--- src/rtl/bcd_sseg_scan_if.sv ---
// Bundle of the display driver's data inputs and display outputs.
// The master side drives digits, decimal points, load and blank_lz; the slave side drives the display.
interface bcd_sseg_scan_if #(
  parameter int N_DIGITS = 4
);
  // No valid/ready pair: load is a level sampled at every clk edge, and at that
  // same edge bcd_in/dp_in are captured. No back-pressure exists, because a new
  // snapshot can be taken at any edge. blank_lz is read every cycle and is not held.
  logic [4*N_DIGITS-1:0] bcd_in;
  logic [N_DIGITS-1:0]   dp_in;
  logic                  load;
  logic                  blank_lz;
  logic [N_DIGITS-1:0]   an;
  logic [6:0]            sseg;
  logic                  dp;
  logic                  frame_done;

  modport master (
    output bcd_in, dp_in, load, blank_lz,
    input  an, sseg, dp, frame_done
  );

  modport slave (
    input  bcd_in, dp_in, load, blank_lz,
    output an, sseg, dp, frame_done
  );
endinterface

--- src/rtl/bcd_sseg_scan.sv ---
// Time-multiplexed common-anode 7-segment driver for packed BCD digits.
// All outputs are registered one cycle behind the scan index and the snapshot.
module bcd_sseg_scan #(
  parameter int N_DIGITS    = 4,
  parameter int REFRESH_DIV = 100000
) (
  input logic           clk,
  input logic           reset_n,
  bcd_sseg_scan_if.slave bus
);
  localparam int PW = $clog2(REFRESH_DIV);
  localparam int IW = (N_DIGITS > 1) ? $clog2(N_DIGITS) : 1;
  localparam logic [PW-1:0] PRE_LAST = PW'(REFRESH_DIV - 1);
  localparam logic [IW-1:0] IDX_LAST = IW'(N_DIGITS - 1);

  logic [PW-1:0]         prescaler;
  logic [IW-1:0]         idx;
  logic [4*N_DIGITS-1:0] snap_bcd;
  logic [N_DIGITS-1:0]   snap_dp;
  logic [N_DIGITS-1:0]   an_q;
  logic [6:0]            sseg_q;
  logic                  dp_q;
  logic                  frame_done_q;

  logic                  tick;
  logic [3:0]            cur_digit;
  logic                  cur_dp;
  logic                  cur_lz;
  logic [N_DIGITS-1:0]   lz;
  logic                  zero_run;
  logic [6:0]            seg_dec;
  logic [N_DIGITS-1:0]   an_next;

  assign tick    = (prescaler == PRE_LAST);
  assign an_next = ~(N_DIGITS'(1) << idx);

  // lz[i] is set when digit i and every digit above it are zero; digit 0 never qualifies.
  always_comb begin
    lz       = '0;
    zero_run = 1'b1;
    for (int i = N_DIGITS - 1; i >= 1; i--) begin
      zero_run = zero_run & (snap_bcd[4*i +: 4] == 4'd0);
      lz[i]    = zero_run;
    end
    cur_digit = 4'd0;
    cur_dp    = 1'b0;
    cur_lz    = 1'b0;
    for (int i = 0; i < N_DIGITS; i++) begin
      if (IW'(i) == idx) begin
        cur_digit = snap_bcd[4*i +: 4];
        cur_dp    = snap_dp[i];
        cur_lz    = lz[i];
      end
    end
  end

  // Active-low {g,f,e,d,c,b,a}; non-decimal codes show a dash.
  always_comb begin
    seg_dec = 7'b0111111;
    case (cur_digit)
      4'd0:    seg_dec = 7'b1000000;
      4'd1:    seg_dec = 7'b1111001;
      4'd2:    seg_dec = 7'b0100100;
      4'd3:    seg_dec = 7'b0110000;
      4'd4:    seg_dec = 7'b0011001;
      4'd5:    seg_dec = 7'b0010010;
      4'd6:    seg_dec = 7'b0000010;
      4'd7:    seg_dec = 7'b1111000;
      4'd8:    seg_dec = 7'b0000000;
      4'd9:    seg_dec = 7'b0010000;
      default: seg_dec = 7'b0111111;
    endcase
  end

  always_ff @(posedge clk or negedge reset_n) begin
    if (!reset_n) begin
      prescaler    <= '0;
      idx          <= '0;
      snap_bcd     <= '0;
      snap_dp      <= '0;
      an_q         <= '1;
      sseg_q       <= 7'h7F;
      dp_q         <= 1'b1;
      frame_done_q <= 1'b0;
    end else begin
      prescaler <= tick ? '0 : prescaler + 1'b1;
      if (tick) begin
        idx <= (idx == IDX_LAST) ? '0 : idx + 1'b1;
      end
      if (bus.load) begin
        snap_bcd <= bus.bcd_in;
        snap_dp  <= bus.dp_in;
      end
      frame_done_q <= tick && (idx == IDX_LAST);
      an_q         <= an_next;
      sseg_q       <= (bus.blank_lz && cur_lz) ? 7'h7F : seg_dec;
      dp_q         <= ~cur_dp;
    end
  end

  assign bus.an         = an_q;
  assign bus.sseg       = sseg_q;
  assign bus.dp         = dp_q;
  assign bus.frame_done = frame_done_q;
endmodule

--- src/flat_wrapper.sv ---
// flat-port wrapper written by rule: the top's interface ports become plain ports
module bcd_sseg_scan_flat 
#(
  parameter int N_DIGITS    = 4,
  parameter int REFRESH_DIV = 100000
)
  (clk, reset_n, bus_bcd_in, bus_dp_in, bus_load, bus_blank_lz, bus_an, bus_sseg, bus_dp, bus_frame_done);
  bcd_sseg_scan_if #(.N_DIGITS(N_DIGITS)) bus_i ();
  input logic clk;
  input logic reset_n;
  input wire logic [$bits(bus_i.bcd_in)-1:0] bus_bcd_in;
  input wire logic [$bits(bus_i.dp_in)-1:0] bus_dp_in;
  input wire logic [$bits(bus_i.load)-1:0] bus_load;
  input wire logic [$bits(bus_i.blank_lz)-1:0] bus_blank_lz;
  output wire logic [$bits(bus_i.an)-1:0] bus_an;
  output wire logic [$bits(bus_i.sseg)-1:0] bus_sseg;
  output wire logic [$bits(bus_i.dp)-1:0] bus_dp;
  output wire logic [$bits(bus_i.frame_done)-1:0] bus_frame_done;
  assign bus_i.bcd_in = bus_bcd_in;
  assign bus_i.dp_in = bus_dp_in;
  assign bus_i.load = bus_load;
  assign bus_i.blank_lz = bus_blank_lz;
  assign bus_an = bus_i.an;
  assign bus_sseg = bus_i.sseg;
  assign bus_dp = bus_i.dp;
  assign bus_frame_done = bus_i.frame_done;
  bcd_sseg_scan #(.N_DIGITS(N_DIGITS), .REFRESH_DIV(REFRESH_DIV)) u_core (.clk(clk), .reset_n(reset_n), .bus(bus_i));
endmodule
--- config.mk ---
export PLATFORM = sky130hd
export DESIGN_NAME = bcd_sseg_scan_flat
export DESIGN_NICKNAME = d
export VERILOG_FILES = /design/src/rtl/bcd_sseg_scan_if.sv /design/src/rtl/bcd_sseg_scan.sv /design/src/flat_wrapper.sv
export SDC_FILE = /design/constraint.sdc
export NUM_CORES = 1
export LEC_CHECK = 0
export CAP_MARGIN = 0
export CORE_ASPECT_RATIO = 1.75
export CORE_MARGIN = 1.5
export CORE_UTILIZATION = 50
export DETAILED_ROUTE_END_ITERATION = 10
export PLACE_DENSITY = 0.75
export SLEW_MARGIN = 20
export SYNTH_ARGS = -nofsm -noshare
export SYNTH_HDL_FRONTEND = slang
export SYNTH_SLANG_ARGS = --single-unit
--- constraint.sdc ---
create_clock -name clk -period 2.5 [get_ports clk]
set_input_delay 0.25 -clock clk [delete_from_list [all_inputs] [get_ports clk]]
set_output_delay 0.25 -clock clk [all_outputs]
set_load 0.01 [all_outputs]
# Word level (Yosys, flattened, before mapping)
# Memory sizes are Yosys's and may differ from the RTL's.
# Index checks and enable logic that the tools add are counted.
[word_totals]
ff_bits = 52
mem_bits_ro = 112
word_cells = 41
mem_count = 1
[memory_table]
columns = ["name", "words", "width", "rd", "rd_ports_with_merged_regs", "write_ports", "line", "text"]
rows = [
  ["(no name shown)", 16, 7, 1, 0, 0, "bcd_sseg_scan.sv:60", "case (cur_digit)"],
]
[op_classes]
addsub = 2
eq_ne = 5
n_shift = 1
muxes = 14
n_bitwise = 4
reduce_logical = 6
[op_table]
columns = ["cell", "count"]
rows = [
  ["17-bit by 1-bit adder with 17-bit output (second input constant)", 1],
  ["17-bit equality test (second input constant)", 1],
  ["17-bit two-way mux", 1],
  ["4-bit two-way mux", 4],
  ["4-bit zero test", 3],
  ["1-bit two-way mux", 7],
  ["7-bit two-way mux", 1],
  ["2-bit equality test (first input constant)", 2],
  ["4-bit inverter", 1],
  ["1-bit by 2-bit left shift with 4-bit output (first input constant)", 1],
  ["2-bit by 1-bit adder with 2-bit output (second input constant)", 1],
  ["1-bit bitwise AND", 2],
  ["1-bit by 2-bit equality test with 1-bit output (first input constant)", 1],
  ["2-bit equality test (second input constant)", 1],
  ["1-bit logical AND", 2],
  ["2-bit zero test", 1],
  ["2-bit two-way mux", 1],
  ["1-bit inverter", 1],
]

# Depth between registers and ports, before layout
# Gate-level depths: netlist (run 1).
[depth]
depth_word = 8
ltp_mapped = 10
mapped_depth_nobuf = 9

# Worst setup path before layout (run 1)
# No wires, ideal clock.
[synth_path]
kind = "register to register"
startpoint = "register u_core.idx[0]"
endpoint = "register u_core.sseg_q[3] (netlist: u_core.bus.sseg[3])"
arrival_ns = 1.898
required_ns = 2.434
path_slack_ns = 0.536
path_stages_with_launch = 8
path_buffers = 0
synth_period_minus_slack_ns = 1.964
path_cell_list = "dfrtp_1 -> inv_1 -> ha_1 -> or2_4 -> a221o_1 -> o221a_4 -> or4_1 -> nand3b_1"
[synth_via]
elab_chain_cells = 7
[synth_lines]
columns = ["item", "line", "text"]
rows = [
  ["start: declaration", "bcd_sseg_scan.sv:17", "logic [IW-1:0] idx;"],
  ["start signal: assignment", "bcd_sseg_scan.sv:88", "idx <= (idx == IDX_LAST) ? '0 : idx + 1'b1;"],
  ["2-bit zero test", "bcd_sseg_scan.sv:49", "if (IW'(i) == idx) begin"],
  ["4-bit two-way mux (4 in series)", "bcd_sseg_scan.sv:49", ""],
  ["memory read 16 x 7 bit", "n/a", ""],
  ["7-bit two-way mux (*)", "bcd_sseg_scan.sv:96", "sseg_q <= (bus.blank_lz && cur_lz) ? 7'h7F : seg_dec;"],
  ["end signal: assignment", "bcd_sseg_scan.sv:96", ""],
  ["end: declaration", "bcd_sseg_scan.sv:21", "logic [6:0] sseg_q;"],
]
# Mark *: on every way between the ends. The rest lies on a longest branch, timed or not.
# A chain may end at the register's enable or synchronous reset.

# Worst setup path in the final report (run 1)
[layout_path]
startpoint = "register u_core.idx[1]"
endpoint = "register u_core.sseg_q[3] (netlist: u_core.bus.sseg[3])"
# Same word-level chain as after synthesis.

==> results of run 1 <==
## state kept, by name (all words and copies together) (netlist names)
name,cells
u_core.snap_bcd,16
u_core.bus.frame_done,1
u_core.snap_dp,4
u_core.bus.dp,1
u_core.prescaler,17
u_core.bus.an,4
u_core.bus.sseg,7
u_core.idx,2
## kinds of logic after synthesis
logic type	after synthesis	share of synthesized area (%)
xor gates and xnor gates	13	4.88
muxes	20	9.66
AOI/OAI and AO/OA	29	9.34
adders and majority gates	6	3.22
DFF	52	56.4
and+or+nand+nor	61	14.4
buffers and inverters	12	2.04
## area by class of cell
type,count,area (um2),share of cell area [%]
Timing Repair Buffer,42,403,13.9
Clock buffer,6,82.6,2.85
Clock inverter,2,38.8,1.34
Tap cell,51,63.8,2.20
Multi-Input combinational cell,129,968,33.4
Inverter,7,26.3,0.906
Sequential cell,52,1320,45.4
## worst max-delay path by stage
stage,start,end,depth (start not counted)
6_report,u_core.idx[1],u_core.bus.sseg[3],9
5_1_grt,u_core.idx[1],u_core.bus.sseg[5],9
4_1_cts,u_core.idx[1],u_core.bus.sseg[1],9
3_5_place_dp,u_core.idx[1],u_core.bus.sseg[1],9
3_3_place_gp,u_core.idx[0],u_core.bus.sseg[1],7
2_1_floorplan,u_core.idx[0],u_core.bus.sseg[3],7
## report_power, final
group / internal (mW) / leakage [nW] / total [mW] / switching [mW]
combinational: 0.125 / 0.511 / 0.214 / 0.0884
clock: 0.328 / 0.0614 / 0.606 / 0.279
sequential: 0.907 / 0.625 / 0.942 / 0.0349
## what timing repair did
item,in CTS,in global routing
hold buffers,1,0
gates resized for setup,0,0
hold endpoints to repair,14,0
## worst max-delay path, delay by kind of cell, from the launching register on
| family | cells | cell delay (ns) |
|---|---|---|
| AOI/OAI and AO/OA | 3 | 0.56 |
| adders and majority gates | 2 | 0.63 |
| buffers and inverters | 2 | 0.24 |
| DFF | 1 | 0.41 |
| and+or+nand+nor | 2 | 0.29 |
## routing by layer
metal / share of wire (%) / routed length [um] / up-vias / track usage (%)
met5: 0 / 0 / - / 0
met4: 3.1 / 147 / 0 / 10.6
met3: 2.8 / 132 / 12 / 4.31
met2: 57 / 2710 / 39 / 38.9
met1: 37 / 1750 / 836 / 23.2
li1: - / - / 790 / -
## metrics by stage
step                utilization (%)  worst slack (ns)  power (mW)  cells
floorplan                         -             0.536        1.05    193
global placement               62.3             0.438        1.17    280
detailed placement             62.3             0.328        1.17    280
CTS                            65.2             0.302        1.78    289
global route                   65.2            0.0979        1.84    289
finish                         65.2             0.287        1.76    289
## cells in the final DEF (no fill, tap or decap), types with 2 or more instances in the layout
cell type         n
a211oi_1          2
a21oi_1           5
a221o_1           2
a221oi_1          2
a22o_1            2
and4_1            2
buf_4             5
clkbuf_8          6
clkdlybuf4s50_1  35
dfrtp_1          40
dfstp_2          12
ha_1              6
inv_1             7
mux2_2           20
nand2_1           8
nand3_1           7
nand3b_1          3
nand4_1           5
nor2_1           17
nor2b_1           2
nor3_1            3
nor4_1            2
o21ai_0           7
o221ai_1          3
or2b_1            2
or4_1             2
xnor2_1           5
xor2_1            8
==> run metrics, run 1 <==
outcome=finished clean; top cells by area, synth=dfrtp_1 43%, dfstp_2 14%, mux2_2 9.7%; Peak Freq=452 MHz; num ports=37; Worst Path Class, Setup=reg -> reg; Port Buf Inserts=36; Worst-Margin Slew=~0.53 ns; final worst path period need=roughly 2.2 ns; total grt overflow=0; Post-synth EDFFs=0; setup TNS=0 ns; Slew Limit Fails=0; Initial Util=a little over half; Antenna Nets Post-Route=0; CTS tree=done; Iteration-0 DRC Markers=23; worst hold slack=0.383 ns; Horiz. Die Dim=54.6 um; unrepaired setup endpoints after global routing=no; core area=about 4400 um2; FF+latch count, synth=52; top cell type's share of synthesized area=roughly 43%; most frequent cell after synthesis=dfrtp_1; Worst R2R Setup Slack=between 0.2 and 0.3 ns; WL final=around 4.7 mm; net count after synthesis=223; Hold Vio Cnt, Final=0; Worst R2R End=u_core.bus.sseg[3]; post-synth top area cell=dfrtp_1; Die Footprint=between 5000 and 6000 um2; Crit path arrival time=2.45 ns; Clock Skew=between 0.01 and 0.015 ns; DRC=0; Final Instance Area=a little under 3000 um2; Yosys cell types=42; clock sinks=52; FILL cells=360; Pwr Density=between 600 and 700 nW/um2; P&R area growth vs syn=24.3%; DP Area=about 2800 um2; num rows=32; YS warnings=0; largest net degree at the start of global routing=21; vias in the first global route=1736; syn avg cell area=about 12 um2; Critical Path Slowest Stage Cell=dfrtp_1; Max Cap Violations=0; clk_lat worst skew=between 0.3 and 0.4 ns; drt via density=5.80; Final setup viols=0; n_diodes=0; H-tree depth=2; final net count=between 200 and 300; worst min path class=in -> async; Reg2Reg Depth=9; most frequent cells after synthesis=40 x dfrtp_1, 20 x mux2_2, 17 x nor2_1; Worst EP required=between 2 and 3 ns; crit-path cells=inv_1, ha_1, nor2b_2, a22o_1, o221ai_1, inv_1, ha_1, a21oi_1, nand3b_1; Worst Setup Start Kind=flip-flop; Tot GR Track Use=between 20% and 30%; worst flop-to-flop path startpoint=u_core.idx[1]; Worst slew margin=~65%; share of the yosys chip area belonging to registers=a little under three fifths; Clock Tree Root=clkbuf_8; VDD IR max=about 480 uV; HPWL Detailed=3.60 mm; Leakage Power=1.20 nW; drt pass-1 iters=4; Max clock buf depth=2; Tcrit/Tclk final=88.5%; Reg clk slew, reported paths=0.10 ns; TritonCTS buffer count=5; first-pass GRT wire length=approximately 8 mm; post-CTS setup buffer count=0; Final GP Congestion=about 0.87; WL/cell=between 15 and 20 um; most common flop cell mapped by yosys=dfrtp_1; DR vias=1677; largest fanout on the critical path=8; Crit. End Element=flip-flop; layout cells sized above 1=between 20% and 30%; Cells after Synth=roughly 190; Die Y=between 90 and 100 um; initial antenna violation count=0; ys async rst share=100%; Post-Syn Area=between 2000 and 2500 um2; max incr delay on CP=0.41 ns
Note: power is estimated with default switching activity, not from simulation.
==> run 2: changes to the inputs <==
--- a/config.mk
+++ b/config.mk
@@ -5,12 +5,14 @@
 export SDC_FILE = /design/constraint.sdc
 export NUM_CORES = 1
 export LEC_CHECK = 0
+export ABC_CLOCK_PERIOD_IN_PS = 2500
 export CAP_MARGIN = 0
 export CORE_ASPECT_RATIO = 1.75
 export CORE_MARGIN = 1.5
 export CORE_UTILIZATION = 50
 export DETAILED_ROUTE_END_ITERATION = 10
 export PLACE_DENSITY = 0.75
+export RECOVER_POWER = 100
 export SLEW_MARGIN = 20
 export SYNTH_ARGS = -nofsm -noshare
 export SYNTH_HDL_FRONTEND = slang
==> run 2 against run 1 <==
Hold slack gained 0.066 ns; die area unchanged; final cell count did not move; clock power barely moved; critical endpoint unchanged; sequential cell count unchanged; clock-buffer cell count unchanged; largest cell class unchanged; global-route usage unchanged; worst setup slack worse by 0.030 ns; highest routed layer unchanged; via count fell by 0.95%.
==> run metrics, run 2 (synthesized netlist as in run 1, its figures left out) <==
clock sinks=52; Worst-Margin Slew=1.11 ns; Worst R2R Setup Slack=roughly 0.26 ns; setup TNS=0 ns; WL/cell=16.2 um; Placed Instances=between 200 and 300; hold-critical path depth=1; n_diodes=0; H-tree depth=2; DRC=0; most common cell after layout, fill and taps aside=dfrtp_1; Hold Vio Cnt, Final=0; Peak Freq=~450 MHz; unrepaired setup endpoints after global routing=no; commonest cells after routing, fill and taps aside=40 x dfrtp_1, 21 x clkdlybuf4s50_1, 20 x mux2_2; Max Cap Violations=0; post-CTS setup buffer count=0; num rows=32; Reg clk slew, reported paths=approximately 0.10 ns; Worst R2R End=u_core.bus.sseg[3]; Initial Util=a little over half; area taken by multi-input logic gates=a little under 1000 um2; P&R area growth vs syn=23.1%; final worst path period need=2.24 ns; first-pass GRT wire length=~8.0 mm; worst flop-to-flop path startpoint=u_core.idx[1]; FILL cells=365; Reg2Reg Depth=8; total grt overflow=0; num ports=37; total power=around 1.7 mW; Final Instance Area=2870 um2; Antenna Nets Post-Route=0; drt via density=around 5.7; Biggest register=u_core.prescaler; Worst Hold End=u_core.bus.dp; Final WS setup=about 0.26 ns; TritonCTS buffer count=5; Slew Limit Fails=0; Clock Skew=around 0.013 ns; outcome=finished clean; max FFs per register=17; Pwr Density=609 nW/um2; Leakage Power=~1.2 nW; Worst Setup Start Kind=flip-flop; cts hold-fix bufs=1; PostCTS Resize Cnt=0; pre-CTS WS=around 0.33 ns; vias in the first global route=about 1700; clk_lat worst skew=0.31 ns; DP Area=about 2800 um2; Port Buf Inserts=36; Horiz. Die Dim=about 55 um; Finished Layout Cells=just under 300; Tcrit/Tclk final=between 80% and 90%; drt pass-1 iters=4; Crit. End Element=flip-flop; layout cells sized above 1=between 10% and 20%; Die Y=93.3 um; Clock Tree Root=clkbuf_8; final core occ=around 65%; core area=~4400 um2; CTS tree=done; Final setup viols=0; hold_sp=u_core.snap_dp[3]; Max clock buf depth=2; HPWL Detailed=about 3.6 mm; Seq. cell area=approximately 1300 um2; Worst Path Class, Setup=reg -> reg; final net count=267; Final GP Congestion=0.871; largest fanout on the critical path=9; DR vias=between 1500 and 2000; VDD IR max=480 uV; Iteration-0 DRC Markers=31; Tot GR Track Use=approximately 22%; WL final=around 4.7 mm; Worst slew margin=25.8%; initial antenna violation count=0; worst min path class=reg -> reg; worst hold slack=~0.45 ns; Crit path arrival time=approximately 2.5 ns; Worst EP required=roughly 2.8 ns; Die Footprint=5100 um2; largest net degree at the start of global routing=21
run 2: area by class of cell:
cell class              count  share of cell area, %
clock buffers               6                   2.88
repair buffers             42                   13.3
flip-flops and latches     52                   45.8
inverters                   7                  0.915
multi-input cells         129                   33.5
well taps                  51                   2.22
clock inverters             2                   1.35
run 2: routing by layer:
metal	share of wire, %	up-vias	global-route usage [%]
met2	58	33	38.9
met4	3.1	0	10.6
li1	-	788	-
met5	0	-	0
met3	2.5	12	4.31
met1	37	828	23.2
run 2: worst max path at each step:
stage / start / end / slack, ns
6_report: u_core.idx[1] / u_core.bus.sseg[3] / 0.26
5_1_grt: u_core.idx[1] / u_core.bus.sseg[5] / 0.06
4_1_cts: u_core.idx[1] / u_core.bus.sseg[1] / 0.30
3_5_place_dp: u_core.idx[1] / u_core.bus.sseg[1] / 0.33
3_3_place_gp: u_core.idx[0] / u_core.bus.sseg[1] / 0.44
2_1_floorplan: u_core.idx[0] / u_core.bus.sseg[3] / 0.54
run 2: critical path, stage by stage, from the launching register on:
cell and delay, ns:
dfrtp_1 0.38, inv_1 0.08, ha_1 0.27, nor2b_1 0.31, a221oi_1 0.13, nor2_1 0.43, ha_1 0.33, a21oi_1 0.13
nand3b_1 0.13
run 2: where the power goes:
group,switching (mW),internal (mW)
clock network,0.278,0.328
registers,0.0339,0.907
logic,0.0879,0.115
total,0.400,1.35
==> run 3: changes to the inputs <==
--- a/config.mk
+++ b/config.mk
@@ -8,7 +8,6 @@
 export ABC_CLOCK_PERIOD_IN_PS = 2500
 export CAP_MARGIN = 0
 export CORE_ASPECT_RATIO = 1.75
-export CORE_MARGIN = 1.5
 export CORE_UTILIZATION = 50
 export DETAILED_ROUTE_END_ITERATION = 10
 export PLACE_DENSITY = 0.75
==> run 3 against run 2 <==
Combinational power is essentially flat; final area decreased by 1.3%; critical path depth increased by 1; highest routed layer unchanged; hold slack got worse by 0.17 ns; clock power shrank 21%; sequential share of layout area increased by 0.59 points; non-clock buffer count fell by 2; clock skew shrank 0.0068 ns; maximum frequency is 1.8% higher.
==> run metrics, run 3 (synthesized netlist as in run 1, its figures left out) <==
Worst-Margin Slew=~1.2 ns; initial antenna violation count=0; P&R area growth vs syn=21.6%; Tot GR Track Use=roughly a fifth; Worst EP required=roughly 2.7 ns; Final WS setup=approximately 0.30 ns; Crit path arrival time=between 2 and 2.5 ns; num ports=37; Max clock buf depth=2; Clock Skew=0.00662 ns; layout cells sized above 1=between 10% and 20%; VDD IR max=557 uV; area taken by multi-input logic gates=about 960 um2; drt pass-1 iters=4; Final setup viols=0; core area=about 4400 um2; H-tree depth=2; vias in the first global route=around 1700; Worst Path Class, Setup=reg -> reg; HPWL Detailed=3.38 mm; PostCTS Resize Cnt=0; final worst path period need=~2.2 ns; Peak Freq=between 400 and 500 MHz; FILL cells=around 370; WL final=around 4.5 mm; clk_lat worst skew=approximately 0.30 ns; Crit. End Element=flip-flop; num rows=32; pre-CTS WS=around 0.34 ns; setup TNS=0 ns; Hold Vio Cnt, Final=0; n_diodes=0; TritonCTS buffer count=5; worst min path class=in -> async; Max Cap Violations=0; DR vias=roughly 1600; Tcrit/Tclk final=roughly 88%; Slew Limit Fails=0; largest fanout on the critical path=8; Biggest register=u_core.prescaler; Pwr Density=about 570 nW/um2; Final GP Congestion=approximately 0.88; Iteration-0 DRC Markers=19; drt via density=around 5.7; first-pass GRT wire length=~7.5 mm; Die Y=92.3 um; post-CTS setup buffer count=0; Die Footprint=just under 5000 um2; clock sinks=between 50 and 60; unrepaired setup endpoints after global routing=no; Worst slew margin=between 15 and 20%; max FFs per register=17; Antenna Nets Post-Route=0; Leakage Power=around 1.2 nW; total grt overflow=0; Reg2Reg Depth=9; most common cell after layout, fill and taps aside=dfrtp_1; cts hold-fix bufs=0; outcome=finished clean; commonest cells after routing, fill and taps aside=40 x dfrtp_1, 21 x clkdlybuf4s50_1, 20 x mux2_2; Clock Tree Root=clkbuf_8; CTS tree=done; Seq. cell area=1320 um2; DRC=0; final net count=about 270; Horiz. Die Dim=~54 um; WL/cell=about 16 um; Reg clk slew, reported paths=0.09 ns; Port Buf Inserts=36; Worst Setup Start Kind=flip-flop; largest net degree at the start of global routing=53; Initial Util=52.5%
-- run 3: path summary, 6_finish.rpt --
| path | slack, ns | to | from |
|---|---|---|---|
| max in group asynchronous | 1.46 | u_core.prescaler[13] | reset_n |
| min | 0.28 | u_core.snap_bcd[5] | reset_n |
| min reg2reg | 0.44 | u_core.bus.dp | u_core.snap_dp[3] |
| max reg2reg | 0.30 | u_core.bus.sseg[3] | u_core.idx[1] |
| max | 0.30 | u_core.bus.sseg[3] | u_core.idx[1] |
| min in group clk | 0.44 | u_core.bus.dp | u_core.snap_dp[3] |
-- run 3: critical path, cell delays in order (launching register included) --
cell and delay [ns]:
dfrtp_1 0.41, inv_1 0.10, ha_1 0.32, nor2b_2 0.11
a22o_1 0.22, o221ai_1 0.29, inv_1 0.13, ha_1 0.31
a21oi_1 0.06, nand3b_1 0.18
-- run 3: stage by stage --
step	power, mW	cell area (um2)	util [%]	hold slack (ns)	instances
6_report	1.62	2840	63.8	0.281	287
2_1_floorplan	1.05	2330	-	-0.0456	193
3_5_place_dp	1.17	2760	62.1	0.399	279
4_1_cts	1.65	2850	64.2	0.0654	287
5_1_grt	1.69	2840	63.8	0.403	287
3_3_place_gp	1.16	2760	62.1	0.392	279
-- run 3: power by group --
group | total (mW) | internal, mW | switching (mW)
Combinational | 0.202 | 0.114 | 0.0879
Clock | 0.476 | 0.225 | 0.251
Sequential | 0.938 | 0.907 | 0.0316
-- run 3: metal layers --
layer  track usage (%)  share of wire, %  vias to the layer above
met5                 0                 0                        -
met4              8.77               2.2                        0
met3              3.45               3.0                        7
met2              39.0                58                       37
met1              21.3                37                      806
li1                  -                 -                      780
-- run 3: cell type report --
type                            count  area share, %
Clock buffer                        7           3.05
Sequential cell                    52           46.4
Inverter                            7          0.927
Clock inverter                      1          0.265
Multi-Input combinational cell    129           34.0
Tap cell                           51           2.25
Timing Repair Buffer               40           13.1
